**config.mk**
```make
export PLATFORM = sky130hd
export DESIGN_NAME = mant_sub_norm24
export DESIGN_NICKNAME = d
export VERILOG_FILES = /design/src/rtl/mant_sub_norm24_pkg.sv /design/src/rtl/mant_sub_norm24_cla_sub24.sv /design/src/rtl/mant_sub_norm24.sv
export SDC_FILE = /design/constraint.sdc
export NUM_CORES = 1
export LEC_CHECK = 0
export ABC_AREA = 1
export CAP_MARGIN = 30
export CORE_MARGIN = 4
export CORE_UTILIZATION = 44
export DETAILED_ROUTE_END_ITERATION = 8
export PLACE_DENSITY_LB_ADDON = 0.15
export REMOVE_ABC_BUFFERS = 1
export SLEW_MARGIN = 20
export SYNTH_ARGS = -nofsm -noshare
export SYNTH_HDL_FRONTEND = slang
export SYNTH_SLANG_ARGS = --single-unit
```
**constraint.sdc**
```tcl
create_clock -name clk -period 11.64 [get_ports clk]
set_input_delay 1.746 -clock clk [delete_from_list [all_inputs] [get_ports clk]]
set_output_delay 1.746 -clock clk [all_outputs]
set_load 0.005 [all_outputs]
```
**src/rtl/mant_sub_norm24_pkg.sv**
```systemverilog
// mant_sub_norm24_pkg: shared widths and FSM encoding for the mantissa subtract/normalise stage
package mant_sub_norm24_pkg;
    localparam int W  = 24;
    localparam int EW = 8;
    localparam int SW = 5;
    typedef enum logic [1:0] {IDLE = 2'd0, SUB = 2'd1, NORM = 2'd2, DONE = 2'd3} state_t;
endpackage

```
**src/rtl/mant_sub_norm24_cla_sub24.sv**
```systemverilog
// cla_sub24: combinational subtractor a + ~b + 1 built from generate/propagate terms
module cla_sub24
    import mant_sub_norm24_pkg::*;
(
    input  logic [W-1:0] a,
    input  logic [W-1:0] b,
    output logic [W-1:0] diff,
    output logic         cout
);
    logic [W-1:0] g, p;
    logic         cy;
    assign g = a & ~b;
    assign p = a ^ ~b;
    always_comb begin
        cy = 1'b1;
        diff = '0;
        for (int i = 0; i < W; i++) begin
            diff[i] = p[i] ^ cy;
            cy = g[i] | (p[i] & cy);
        end
        cout = cy;
    end
endmodule

```
**src/rtl/mant_sub_norm24.sv**
```systemverilog
// mant_sub_norm24: forms |a-b| with sign, then normalises left one bit per cycle
//  while decrementing the shared exponent (never below zero).
module mant_sub_norm24
    import mant_sub_norm24_pkg::*;
(
    input  logic          clk,
    input  logic          rst_n,
    input  logic          in_valid,
    output logic          in_ready,
    input  logic [W-1:0]  in_a,
    input  logic [W-1:0]  in_b,
    input  logic [EW-1:0] in_exp,
    output logic          out_valid,
    input  logic          out_ready,
    output logic [W-1:0]  out_mant,
    output logic [EW-1:0] out_exp,
    output logic          out_sign,
    output logic          out_zero,
    output logic          out_denorm,
    output logic [SW-1:0] out_shift
);
    state_t       state, nstate;
    logic [W-1:0] ra, rb, d_ab, d_ba;
    logic         c_ab, c_ba, eq, norm_done;
    cla_sub24 u_ab (.a(ra), .b(rb), .diff(d_ab), .cout(c_ab));
    cla_sub24 u_ba (.a(rb), .b(ra), .diff(d_ba), .cout(c_ba));
    // both directions carry out only when the operands are equal
    assign eq        = c_ab & c_ba;
    assign norm_done = out_mant[W-1] | (out_exp == '0);
    assign in_ready  = (state == IDLE);
    always_comb begin
        nstate = state;
        case (state)
            IDLE:    nstate = in_valid ? SUB : IDLE;
            SUB:     nstate = eq ? DONE : NORM;
            NORM:    nstate = norm_done ? DONE : NORM;
            default: nstate = (out_valid & out_ready) ? IDLE : DONE;
        endcase
    end
    always_ff @(posedge clk) begin
        if (!rst_n) state <= IDLE;
        else        state <= nstate;
    end
    always_ff @(posedge clk) begin
        if (!rst_n) begin
            ra         <= '0;
            rb         <= '0;
            out_valid  <= 1'b0;
            out_mant   <= '0;
            out_exp    <= '0;
            out_sign   <= 1'b0;
            out_zero   <= 1'b0;
            out_denorm <= 1'b0;
            out_shift  <= '0;
        end else begin
            case (state)
                IDLE: if (in_valid) begin
                    ra        <= in_a;
                    rb        <= in_b;
                    out_exp   <= in_exp;
                    out_shift <= '0;
                end
                SUB: begin
                    out_mant <= c_ab ? d_ab : d_ba;
                    out_sign <= ~c_ab;
                    out_zero <= eq;
                    if (eq) out_exp <= '0;
                end
                NORM: if (!norm_done) begin
                    out_mant  <= out_mant << 1;
                    out_exp   <= out_exp - EW'(1);
                    out_shift <= out_shift + SW'(1);
                end
                default: begin
                    // valid rises one cycle after entering DONE, with denorm captured alongside
                    if (!out_valid) begin
                        out_valid  <= 1'b1;
                        out_denorm <= ~out_mant[W-1] & ~out_zero;
                    end else if (out_ready) begin
                        out_valid <= 1'b0;
                    end
                end
            endcase
        end
    end
endmodule

```
---- Word-level counts from Yosys, hierarchy flattened ----
Cells that the tools add are included.
W data, S select, Z words.
operators by class
  add/sub/neg operators ................... 2
  $mul .................................... 0
  div/mod/pow operators ................... 0
  magnitude comparators ................... 0
  eq/ne operators ......................... 5
  shifts and indexed selects .............. 0
  multiplexer cells ....................... 17
  bitwise operators ....................... 157
  reduce and logical (&&, ||, !) cells .... 11
operators with widths
  operator               number
  $and A1 B1 Y1          49
  $or A1 B1 Y1           49
  $and A24 B24 Y24       2
  $mux W24               2
  $not A24 Y24           2
  $pmux W24 S2           1
  $xor A24 B24 Y24       2
  $xor A1 B1 Y1          46
  $mux W8                3
  $pmux W8 S3            1
  $mux W5                2
  $pmux W5 S2            1
  $logic_not A8 Y1       1
  $sub A8 B1 Y8 const B  1
  $not A1 Y1             7
  $ne A2 B2 Y1 const B   3
  $pmux W2 S3            1
  $reduce_and A2 Y1      3
  $add A5 B1 Y5 const B  1
  $mux W1                5
  $reduce_and A4 Y1      1
  $reduce_bool A2 Y1     2
  $reduce_and A3 Y1      1
  $reduce_bool A3 Y1     1
  other kinds (5)        5
storage, ports and cells
  register bits after elaboration ......... 91
  latch bits .............................. 0
  memory bits (writable) .................. 0
  memory bits (read-only) ................. 0
  input port bits ......................... 60
  output and inout port bits .............. 42
  word-level logic and storage cells ...... 202
  memories ................................ 0

---- Depth between registers and ports, before layout ----
  depth after elaboration ................. 52
  mapped depth ............................ 33
  depth with buffers taken out ............ 32

---- By module ----
Synthesis repeated with hierarchy kept, for this count alone.
second synthesis, totals
  cell total of the unflattened synthesis .. 746
  area, all modules ....................... 5534.1 sq um
modules (own cells, without submodules)
  module           instances  cells each  area an instance (sq um)
  mant_sub_norm24  1          602         4227.8
  cla_sub24        2          72          653.1

---- Least setup slack after synthesis ----
OpenSTA, ideal clock, no wires.
  path type ............................... reg2reg
  start ................................... register ra[0]
  end ..................................... register out_mant[14]
  setup time .............................. 0.116 ns
  arrival ................................. 10.025 ns
  setup slack ............................. 1.499 ns
  cell stages (with the launch flop) ...... 32
  buffers on the path ..................... 2
  path through ............................ dfxtp_1 -> inv_1 -> ha_1 -> fa_1 -> fa_1 -> fa_1 -> fa_1 -> fa_1 -> fa_1 -> fa_1 -> fa_1 -> fa_1 -> fa_1 -> fa_1 -> fa_1 -> fa_1 -> fa_1 -> fa_1 -> fa_1 -> fa_1 -> fa_1 -> fa_1 -> fa_1 -> fa_1 -> fa_1 -> fa_1 -> buf_2 -> buf_2 -> o21ai_0 -> o21ai_1 -> o21ai_0 -> nor2_1
on the way
  longest elaborated chain between the ends .. 50
  elaborated cells on any way between the ends .. 83
  those cells by class .................... mux (2); bitwise (81)
RTL lines
  what                                                         RTL line                                                          text
  start, declared                                              mant_sub_norm24.sv:23                                             logic [W-1:0] ra, rb, d_ab, d_ba;
  start signal, assigned                                       mant_sub_norm24.sv:58                                             ra <= in_a;
  $and A24 B24 Y24 / $xor A24 B24 Y24 (equally long branches)  mant_sub_norm24_cla_sub24.sv:12, mant_sub_norm24_cla_sub24.sv:13
  $or A1 B1 Y1                                                 mant_sub_norm24_cla_sub24.sv:19                                   cy = g[i] | (p[i] & cy);
  $and A1 B1 Y1                                                mant_sub_norm24_cla_sub24.sv:19
  $or A1 B1 Y1                                                 mant_sub_norm24_cla_sub24.sv:19
  $and A1 B1 Y1                                                mant_sub_norm24_cla_sub24.sv:19
  $or A1 B1 Y1                                                 mant_sub_norm24_cla_sub24.sv:19
  $and A1 B1 Y1                                                mant_sub_norm24_cla_sub24.sv:19
  $or A1 B1 Y1                                                 mant_sub_norm24_cla_sub24.sv:19
  [... 34 more ...]                                            n/a
  $and A1 B1 Y1                                                mant_sub_norm24_cla_sub24.sv:19
  $or A1 B1 Y1                                                 mant_sub_norm24_cla_sub24.sv:19
  $and A1 B1 Y1                                                mant_sub_norm24_cla_sub24.sv:19
  $or A1 B1 Y1                                                 mant_sub_norm24_cla_sub24.sv:19
  $and A1 B1 Y1                                                mant_sub_norm24_cla_sub24.sv:19
  $or A1 B1 Y1                                                 mant_sub_norm24_cla_sub24.sv:19
  $mux W24 *                                                   mant_sub_norm24.sv:64                                             out_mant <= c_ab ? d_ab : d_ba;
  $pmux W24 S2 *                                               mant_sub_norm24.sv:56                                             case (state)
  end signal, assigned                                         mant_sub_norm24.sv:64
  end signal, assigned                                         mant_sub_norm24.sv:70                                             out_mant <= out_mant << 1;
  end, declared                                                mant_sub_norm24.sv:15                                             output logic [W-1:0] out_mant,
Every way passes the cells marked *; elsewhere a longest branch is shown, timed or not.
A chain may end at the register's enable or synchronous reset.

---- Worst setup path after layout ----
  start ................................... register ra[0]
  end ..................................... register out_exp[4]
on the way
  longest elaborated chain between the ends .. 52
  elaborated cells on any way between the ends .. 102
  those cells by class .................... eq/ne (1); bitwise (100); reduce/logical (1)
RTL lines
  what                                                         RTL line                                                          text
  $not A24 Y24                                                 mant_sub_norm24_cla_sub24.sv:12, mant_sub_norm24_cla_sub24.sv:13
  $and A24 B24 Y24 / $xor A24 B24 Y24 (equally long branches)  mant_sub_norm24_cla_sub24.sv:12, mant_sub_norm24_cla_sub24.sv:13
  $or A1 B1 Y1                                                 mant_sub_norm24_cla_sub24.sv:19
  $and A1 B1 Y1                                                mant_sub_norm24_cla_sub24.sv:19
  $or A1 B1 Y1                                                 mant_sub_norm24_cla_sub24.sv:19
  $and A1 B1 Y1                                                mant_sub_norm24_cla_sub24.sv:19
  $or A1 B1 Y1                                                 mant_sub_norm24_cla_sub24.sv:19
  $and A1 B1 Y1                                                mant_sub_norm24_cla_sub24.sv:19
  [... 36 more ...]                                            n/a
  $or A1 B1 Y1                                                 mant_sub_norm24_cla_sub24.sv:19
  $and A1 B1 Y1                                                mant_sub_norm24_cla_sub24.sv:19
  $or A1 B1 Y1                                                 mant_sub_norm24_cla_sub24.sv:19
  $and A1 B1 Y1                                                mant_sub_norm24_cla_sub24.sv:19
  $or A1 B1 Y1                                                 mant_sub_norm24_cla_sub24.sv:19
  $and A1 B1 Y1 *                                              mant_sub_norm24.sv:28                                             assign eq = c_ab & c_ba;
  $ne A2 B2 Y1 (no source line) *                              n/a
  $reduce_and A4 Y1 (no source line) *                         n/a
  end signal, assigned                                         mant_sub_norm24.sv:60                                             out_exp <= in_exp;
  end signal, assigned                                         mant_sub_norm24.sv:71                                             out_exp <= out_exp - EW'(1);
  end, declared                                                mant_sub_norm24.sv:16                                             output logic [EW-1:0] out_exp,
Marks and branches as above.

==> metrics.csv <==
metric;value;unit
clk_pin_slew_worst_paths;0.07;ns
ys_types;24;
post_cts_hold_buffer_count;0;
finalCriticalPeriod;10.90;ns
timing.slew.headroom;42.7;%
avgViaCountPerCell;4.97;
worst_skew_pair.late_latency;0.35;ns
finalNetCount;865;
insertedDiodeCount;0;
worstSetupPathDepth;32;
chipHeight;117;um
yosys.area_share.adder;20.1;%
report.final.hold_viol_count;0;
gp_routability_congestion;0.802;
avgSynthCellArea;7.77;um2
via_count;4458;
clock_sink_count;91;
cp_max_fo;15;
grt.overflow.total;0;
post-cts-setup-buffers;0;
p_comb_share;55.2;%
cts-buffers-inserted;9;
power.leakage;0.00269;uW
worst_hold_path_type;register to register;
r2r_cells;32;
clock_path_buffers;2;
crit_slowest_cell;sky130_fd_sc_hd__fa_1;
switchingPower;757;uW
drtPass1Iterations;4;
required;11.92;ns
cts_htree_levels;3;
worstSetupStartpointType;register;
power.switching_fraction;43.3;%
crit_path_max_incr_delay;0.43;ns
ys_seq_area_share;35.1;%
met1Wirelength;5560;um
final.fill_count;1101;
vdd_drop_max;0.193;mV
synth_xor_xnor_area_share;0.506;%
fp.dieArea;0.0136;mm2
cp_class;register to register;
pwr_total;1750;uW
report.final.slew_viol_count;0;
timing.critical_path.arrival;11.18;ns
ys_seq_elements;91;
antenna_violation_net_count_after_detailed_routing;0;
drc_errors;0;
effective_utilization_at_floorplan;45.3;%
ys_warn_count;0;
most-common-layout-cells;sky130_fd_sc_hd__o21ai_0, sky130_fd_sc_hd__nand2_1, sky130_fd_sc_hd__clkdlybuf4s50_1;
final_layout_size_suffix_gt1_share;4.24;%
post_route_setup_tns;0;ns
rsz0062_at_grt;no;
fp.dieW;117;um
routed_wire_length_per_instance;13.6;um
min_delay_path_depth;2;
route.top_layer_used;met4;
synth-compound-area-share;18.7;%
max_slew.worst_pin.slew;0.860;ns
drt_first_iter_violations;293;
syn_std_cell_area;0.00519;mm2
clockRootBuffer;sky130_fd_sc_hd__clkbuf_16;
clock_skew;0.00692;ns
grt_pass1_vias;4436;
largest_family_of_logic_cells_by_synthesized_area;adder cells;
powerDensity;266;mW/mm2
initial_antenna_violation_count;0;
path_buf_inv;1;
synth_simple_gate_area_share;15.2;%
area_growth;26.4;%
fmax;91.7;MHz
maxCapViolations;0;
finalWirelength;12200;um
grt_max_degree;98;
mostFrequentLayoutCell;sky130_fd_sc_hd__o21ai_0;
pin_count;102;
fin_crit_sh;93.6;%
post_cts_resized;0;
status;complete, no violations;
cp-end-kind;register;
hold_ws;0.490;ns
share_seq_of_total_power;26.9;%
crit_family;adder cells;
synthMuxAreaShare;0;%
grt_pass1_wl;20500;um
pwr-share-clk;17.9;%
postSynthCellCount;668;
wl_met2;5850;um
track_usage;19.0;%
placeableCoreArea;0.0115;mm2
dp_hpwl;8640;um
report.final.setup_viol;0;
tritoncts;yes;
dr_wl_met3;576;um
most_frequent_cell_on_the_critical_path;sky130_fd_sc_hd__fa_1;
p_int;990;uW
number_of_core_rows;39;
buffer_ports.inserted;101;
==> kinds of logic (layout without fill, tap and decap cells) <==
logic type      count (synthesis)  in the layout
simple gates                  196            196
compound gates                193            193
buf+inv                       129            215
flops                          91             91
fa+ha+maj                      56             56
xor+xnor                        3              3
==> cells in the mapped netlist, drive strengths merged <==
cell type  number  share of area, %
xor2            3              0.51
o21ai         128                12
a21boi          1              0.14
a31oi           1              0.12
inv            94               6.8
nand3b          1              0.14
nand3          12               1.3
a21oi          63               6.1
buf            14               2.0
clkbuf         21               1.5
nand2         104               7.8
dfxtp          91                35
nand4           3              0.36
nor2           76               5.6
ha             10               2.4
fa             46                18
==> cell type report <==
cell class              instances  area (um2)  area share [%]
repair buffers                105        1050            16.0
inverters                      94         353            5.38
clock inverters                 7        92.6            1.41
multi-input cells             448        2840            43.3
clock buffers                   9         225            3.43
flip-flops and latches         91        1820            27.8
well taps                     143         179            2.73
==> worst min-delay path: cells and delay by family (launching register included) <==
| family | cells | cell delay (ns) |
|---|---|---|
| buf+inv | 1 | 0.07 |
| flops | 1 | 0.31 |
| compound gates | 1 | 0.06 |
==> worst paths after layout <==
| path | start | to | slack (ns) |
|---|---|---|---|
| max | ra[0] | out_exp[4] | 0.74 |
| min | rb[0] | rb[0] | 0.49 |
| max reg2reg | ra[0] | out_exp[4] | 0.74 |
| min reg2reg | rb[0] | rb[0] | 0.49 |
==> stage by stage <==
step / setup WS, ns / instance area, um2 / cells / utilization (%)
after global placement: 0.895 / 6220 / 880 / 54.3
after CTS: 0.674 / 6540 / 896 / 57.1
after detailed placement: 0.707 / 6220 / 880 / 54.3
final: 0.741 / 6560 / 897 / 57.2
after floorplan: 1.03 / 5010 / 633 / -
after global routing: 0.248 / 6560 / 897 / 57.2
==> per-layer routing <==
layer | vias up | GRT usage (%)
met4 | 0 | 6.19
li1 | 2274 | -
met2 | 104 | 31.8
met5 | - | 0
met3 | 12 | 3.11
met1 | 2068 | 25.1
==> state kept, by name, summed over array words and instances, names as in the netlist <==
register	cells
out_exp	8
out_mant	24
out_valid	1
out_zero	1
out_shift	5
out_denorm	1
state	2
ra	24
rb	24
out_sign	1
==> power by group through the flow <==
stage	clock (uW)	sequential, uW	combinational [uW]
after floorplan	0	466	659
after global placement	0	473	934
after detailed placement	0	477	967
after CTS	319	471	975
after global routing	336	484	1140
final	312	470	965
(Power assumes the default switching activity.)
